File: src/rtl/seg_pkg.sv
// Shared constants for the seven-segment scanner: active-low segment table,
// blank pattern and PWM resolution.
package seg_pkg;

  localparam int unsigned PWM_W = 4;

  localparam logic [7:0] SEG_OFF = 8'hFF;

  // Active-low a..g patterns, index = hex value
  localparam logic [6:0] SEG_TABLE [16] = '{
    7'b0000001, 7'b1001111, 7'b0010010, 7'b0000110,
    7'b1001100, 7'b0100100, 7'b0100000, 7'b0001111,
    7'b0000000, 7'b0000100, 7'b0001000, 7'b1100000,
    7'b0110001, 7'b1000010, 7'b0110000, 7'b0111000
  };

endpackage

File: src/rtl/seg7_decode.sv
// Hex nibble plus decimal point to active-low {a..g, dp} segment pattern.
module seg7_decode
  import seg_pkg::*;
(
  input  logic [3:0] nibble,
  input  logic       dp,
  output logic [7:0] pattern
);

  // Table lookup; dp segment is active-low like the others
  always_comb begin
    pattern = {SEG_TABLE[nibble], ~dp};
  end

endmodule

File: src/rtl/seg_scan_display.sv
// Multiplexed seven-segment scanner with PWM brightness and frame-aligned
// double buffering. Optional leading-zero blanking: define SEG_LZ_BLANK_EN.
module seg_scan_display
  import seg_pkg::*;
#(
  parameter int unsigned DIGITS  = 4,
  parameter int unsigned CLK_HZ  = 25000000,
  parameter int unsigned SCAN_HZ = 1000
) (
  input  logic                        clk,
  input  logic                        reset,
  input  logic                        load,
  input  logic [4*DIGITS-1:0]         digits_in,
  input  logic [DIGITS-1:0]           dp_in,
  input  logic [$clog2(DIGITS+1)-1:0] n,
  input  logic [PWM_W-1:0]            brightness,
  output logic [DIGITS-1:0]           com,
  output logic [7:0]                  seg,
  output logic                        frame
);

  localparam int unsigned DIV = CLK_HZ / (SCAN_HZ * (2 ** PWM_W));
  localparam int unsigned PW  = (DIV > 1) ? $clog2(DIV) : 1;
  localparam int unsigned IW  = (DIGITS > 1) ? $clog2(DIGITS) : 1;
  localparam int unsigned NW  = $clog2(DIGITS + 1);
  localparam logic [IW-1:0] LAST = IW'(DIGITS - 1);
  localparam logic [NW-1:0] NMAX = NW'(DIGITS);

  generate
    if (DIV < 1) begin : g_div_check
      $error("seg_scan_display: CLK_HZ too low for SCAN_HZ");
    end
    if (DIGITS < 1 || DIGITS > 8) begin : g_digits_check
      $error("seg_scan_display: DIGITS must be 1..8");
    end
  endgenerate

  logic [PW-1:0]       presc;
  logic                sub_tick;
  logic [PWM_W-1:0]    pwm;
  logic [IW-1:0]       idx;
  logic                slot_end;
  logic                boundary;
  logic                upd;

  logic [4*DIGITS-1:0] act_dig, sh_dig;
  logic [DIGITS-1:0]   act_dp, sh_dp;
  logic [NW-1:0]       n_act, sh_n, n_cl, next_n;
  logic                pending;

  logic [3:0]          cur_nib;
  logic                cur_dp;
  logic [7:0]          cur_pat;
  logic                blank;
  logic                lit;
  logic [IW-1:0]       com_pos;
  logic [DIGITS-1:0]   com_next;
  logic [7:0]          seg_next;

  function automatic logic [IW-1:0] first_of(input logic [NW-1:0] cnt);
    return (cnt == '0) ? '0 : IW'(DIGITS - 32'(cnt));
  endfunction

  // Sub-tick prescaler and slot/frame boundary detection
  always_comb begin
    sub_tick = (presc == PW'(DIV - 1));
    slot_end = sub_tick && (pwm == '1);
    boundary = slot_end && ((n_act == '0) || (idx == LAST));
    n_cl     = (n > NMAX) ? NMAX : n;
    next_n   = load ? n_cl : (pending ? sh_n : n_act);
  end

  // Prescaler counter
  always_ff @(posedge clk or posedge reset) begin
    if (reset) presc <= '0;
    else if (sub_tick) presc <= '0;
    else presc <= presc + PW'(1);
  end

  // PWM phase and scan index; the index restarts on the new active range at a frame boundary
  always_ff @(posedge clk or posedge reset) begin
    if (reset) begin
      pwm <= '0;
      idx <= '0;
    end else if (sub_tick) begin
      pwm <= pwm + PWM_W'(1);
      if (boundary) idx <= first_of(next_n);
      else if (slot_end) idx <= idx + IW'(1);
    end
  end

  // Shadow/active buffers; a load on the boundary bypasses the shadow
  always_ff @(posedge clk or posedge reset) begin
    if (reset) begin
      act_dig <= '0;
      act_dp  <= '0;
      n_act   <= '0;
      sh_dig  <= '0;
      sh_dp   <= '0;
      sh_n    <= '0;
      pending <= 1'b0;
    end else if (boundary) begin
      if (load) begin
        act_dig <= digits_in;
        act_dp  <= dp_in;
        n_act   <= n_cl;
      end else if (pending) begin
        act_dig <= sh_dig;
        act_dp  <= sh_dp;
        n_act   <= sh_n;
      end
      pending <= 1'b0;
    end else if (load) begin
      sh_dig  <= digits_in;
      sh_dp   <= dp_in;
      sh_n    <= n_cl;
      pending <= 1'b1;
    end
  end

  // Select the digit under the scan index
  always_comb begin
    cur_nib = act_dig[{idx, 2'b00} +: 4];
    cur_dp  = act_dp[idx];
  end

  seg7_decode u_dec (
    .nibble  (cur_nib),
    .dp      (cur_dp),
    .pattern (cur_pat)
  );

`ifdef SEG_LZ_BLANK_EN
  logic zero_run;

  // Blank a zero digit while every active digit up to and including it is zero
  always_comb begin
    zero_run = 1'b1;
    for (int unsigned j = 0; j < DIGITS; j++) begin
      if ((j + 32'(n_act) >= DIGITS) && (j <= 32'(idx)) && (act_dig[4*j +: 4] != 4'h0))
        zero_run = 1'b0;
    end
    blank = zero_run && !cur_dp && (idx != LAST);
  end
`else
  // All active digits are shown
  always_comb begin
    blank = 1'b0;
  end
`endif

  // Next output pattern: one-hot common (digit 0 on the MSB) or dark
  always_comb begin
    lit      = (n_act != '0) && (pwm <= brightness) && !blank;
    com_pos  = LAST - idx;
    com_next = '0;
    seg_next = SEG_OFF;
    if (lit) begin
      com_next[com_pos] = 1'b1;
      seg_next          = cur_pat;
    end
  end

  // Registered outputs, updated one clock after each sub-tick
  always_ff @(posedge clk or posedge reset) begin
    if (reset) begin
      upd   <= 1'b0;
      com   <= '0;
      seg   <= SEG_OFF;
      frame <= 1'b0;
    end else begin
      upd   <= sub_tick;
      frame <= boundary;
      if (upd) begin
        com <= com_next;
        seg <= seg_next;
      end
    end
  end

endmodule

File: config.mk
export PLATFORM = sky130hd
export DESIGN_NAME = seg_scan_display
export DESIGN_NICKNAME = d
export VERILOG_FILES = /design/src/rtl/seg_pkg.sv /design/src/rtl/seg7_decode.sv /design/src/rtl/seg_scan_display.sv
export SDC_FILE = /design/constraint.sdc
export NUM_CORES = 1
export LEC_CHECK = 0
export CAP_MARGIN = 10
export CORE_AREA = 3 3 93 95
export CTS_CLUSTER_SIZE = 25
export DETAILED_ROUTE_END_ITERATION = 8
export DIE_AREA = 0 0 96 98
export GPL_ROUTABILITY_DRIVEN = 0
export PLACE_DENSITY = 0.74
export SLEW_MARGIN = 15
export SYNTH_ARGS = -nofsm -noshare
export SYNTH_HDL_FRONTEND = slang
export SYNTH_HIERARCHICAL = 1
export SYNTH_SLANG_ARGS = --single-unit
File: constraint.sdc
create_clock -name clk -period 2.6 [get_ports clk]
set_clock_uncertainty 0.2 [all_clocks]
set_input_delay 0.52 -clock clk [delete_from_list [all_inputs] [get_ports clk]]
set_output_delay 0.52 -clock clk [all_outputs]
set_load 0.02 [all_outputs]
==> qor.csv <==
metric,value,unit
status,"complete, no violations",
crit path DAT,2530,ps
min Tclk post-route,2440,ps
worst rel slew slack,58.8,%
Mapped Cells,344,
die width,96,um
clock transition at the registers of the reported paths,90,ps
number of flops mapped to enable cells by yosys,0,
floorplan row count,32,
H-tree levels,3,
Pint,1.89,mW
Reg2Reg Setup Slack,160,ps
Static Leak,2.17,nW
number of buffers added on ports,42,
VDD IR max,0.243,mV
power per cell area,511,nW/um^2
first-pass detailed-route iteration total,4,
number of global-route vias before repair,2855,
dpl ws,140,ps
Peak Freq,409,MHz
ys flop type,dfrtp_1,
initial antenna violation count,0,
final core occ,61.2,%
worst reg-to-reg path cell count,4,
Placed Instances,487,
CTS Buf Count,9,
Worst-Margin Slew,616,ps
RSZ-0062 raised after global routing,false,
clock power share,40.7,%
Yosys cell types,41,
final worst setup slack,157,ps
share of cells above drive strength 1,19.0,%
setup bufs post-CTS,0,
grt ovf,0,
"commonest non-fill, non-tap cell in the layout",dfrtp_1,
Vias,2848,
DP HPWL,5.60,mm
register area share after synthesis,49.5,%
die area,9410,sq um
diodes inserted,0,
TNS Setup,0,ps
HP Start,presc[10],
DRT iter0 DRCs,200,
"Async S/R FF share, synth",100,%
Crit. End Element,register,
"Net count, final",445,
Worst Hold Path EP,presc[10],
clk buf depth,2,
Max-Cap Viols,0,
Die Ht,98,um
Sw Share,22.7,%
reg-to-reg endpoint,seg[4],
first-pass GRT wire length,13.7,mm
critical-path maximum fanout,6,
# DRC,0,
endpoints failing hold,0,
Seq cells post-synth,78,
final cell count without fillers,503,
routed vias/inst,5.66,
Flop pwr share,52.1,%
Clk Tree Root Cell,clkbuf_8,
CP required,2680,ps
Boundary Pins,43,
r2r startpoint,idx[0],
Hold Crit Class,register to register,
tightest hold margin,287,ps
initial core utilization,50.8,%
dpl cell area,4550,sq um
Comb power frac,7.2,%
startpoint types,register,
"wirelength, routed",8.01,mm
final setup vio count,0,
"Slew Viols, Final",0,
Final Cycle Share,94.0,%
clk_lat worst skew,340,ps
Net Sw Power,0.554,mW
syn nets,393,
yosys synthesis warning count,6,
largest net degree at the start of global routing,79,
drt wl/cell,15.9,um
syn avg cell area,11.5,sq um
Layout area overhead,20.7,%
most frequent cells in the layout,"dfrtp_1, clkdlybuf4s50_1, nand2_1",
Sink Count,78,
CTS tree,done,
Core Box Area,7810,sq um
hold_buf cts,0,
Syn Std Cell Area,3960,sq um
global router's overall resource usage,18.4,%
design area,4780,sq um
Min-Delay Path Depth,1,
CTS resizes,0,
Power Total,2.44,mW
Routed Antenna Nets,0,
Crit Path Class,register to register,
==> Yosys cell counts, drive strengths merged, types with 2 or more instances <==
cell type,count,area share (%)
o21ai,23,3.2
a21oi,3,0.38
a22oi,21,4.0
xnor2,4,0.88
inv,24,2.3
or3,2,0.32
and3,3,0.47
nor4b,2,1.2
nand2b,2,0.32
mux2,22,6.3
nand3,7,0.88
xor2,6,1.3
dfstp,8,5.3
o211ai,2,0.38
clkbuf,9,0.85
ha,19,6.0
mux2i,8,2.0
a32oi,17,3.8
buf,9,2.0
dfrtp,70,44
nand2,41,3.9
o2bb2ai,5,1.1
mux4,6,3.5
nand4,2,0.32
nor3,2,0.38
nor2,11,1.0
o22a,8,1.8
==> power groups by stage <==
stage,Sequential (mW),Clock (mW),Combinational (mW)
global route,1.28,1.07,0.197
finish,1.27,0.996,0.175
detailed placement,1.30,0,0.178
CTS,1.27,1.02,0.179
global placement,1.29,0,0.175
floorplan,1.29,0,0.0901
==> per-layer routing <==
metal  GRT usage, %  vias to the layer above  part of all wire [%]
li1               -                     1355                     -
met1           26.3                     1415                    46
met2           27.9                       71                    48
met3           3.16                        7                   4.3
met4           7.11                        0                  0.97
met5              0                        -                     0
==> worst max-delay path by stage <==
stage                        from          to  cells after the start
finish                     idx[0]      seg[4]                      4
global route               idx[0]      seg[4]                      6
CTS                      presc[1]  act_dig[3]                      7
detailed placement  brightness[3]      seg[6]                      7
global placement    brightness[3]      seg[7]                      7
floorplan                  idx[0]      seg[4]                      7
==> critical path, cell delays in order (launching register included) <==
cell and delay, ps:
dfrtp_1 520, mux4_2 650, ha_1 290, mux4_1 530
o22a_1 190
==> flip-flops by register name, summed over array words and instances (netlist names) <==
signal / count
sh_n: 3
act_dp: 4
n_act: 3
pending: 1
upd: 1
seg: 8
pwm: 4
act_dig: 16
frame: 1
presc: 11
com: 4
sh_dp: 4
idx: 2
sh_dig: 16
==> cell families (layout without fill, tap and decap cells) <==
| kind of cell | count (synthesis) | count (layout) | share of synthesized area (%) |
|---|---|---|---|
| muxes | 36 | 36 | 11.8 |
| AOI/OAI and AO/OA | 82 | 82 | 15.3 |
| adders and majority gates | 19 | 19 | 6.00 |
| xor gates and xnor gates | 10 | 10 | 2.21 |
| and+or+nand+nor | 77 | 77 | 10.1 |
| buffers and inverters | 42 | 99 | 5.12 |
| DFF | 78 | 78 | 49.5 |
==> final cells by class <==
class / count / area, sq um
Sequential cell: 78 / 1960
Clock buffer: 9 / 124
Clock inverter: 7 / 96.3
Multi-Input combinational cell: 224 / 1800
Fill cell: 652 / 3030
Timing Repair Buffer: 59 / 573
Inverter: 24 / 93.8
Tap cell: 102 / 128
(Power assumes the default switching activity.)
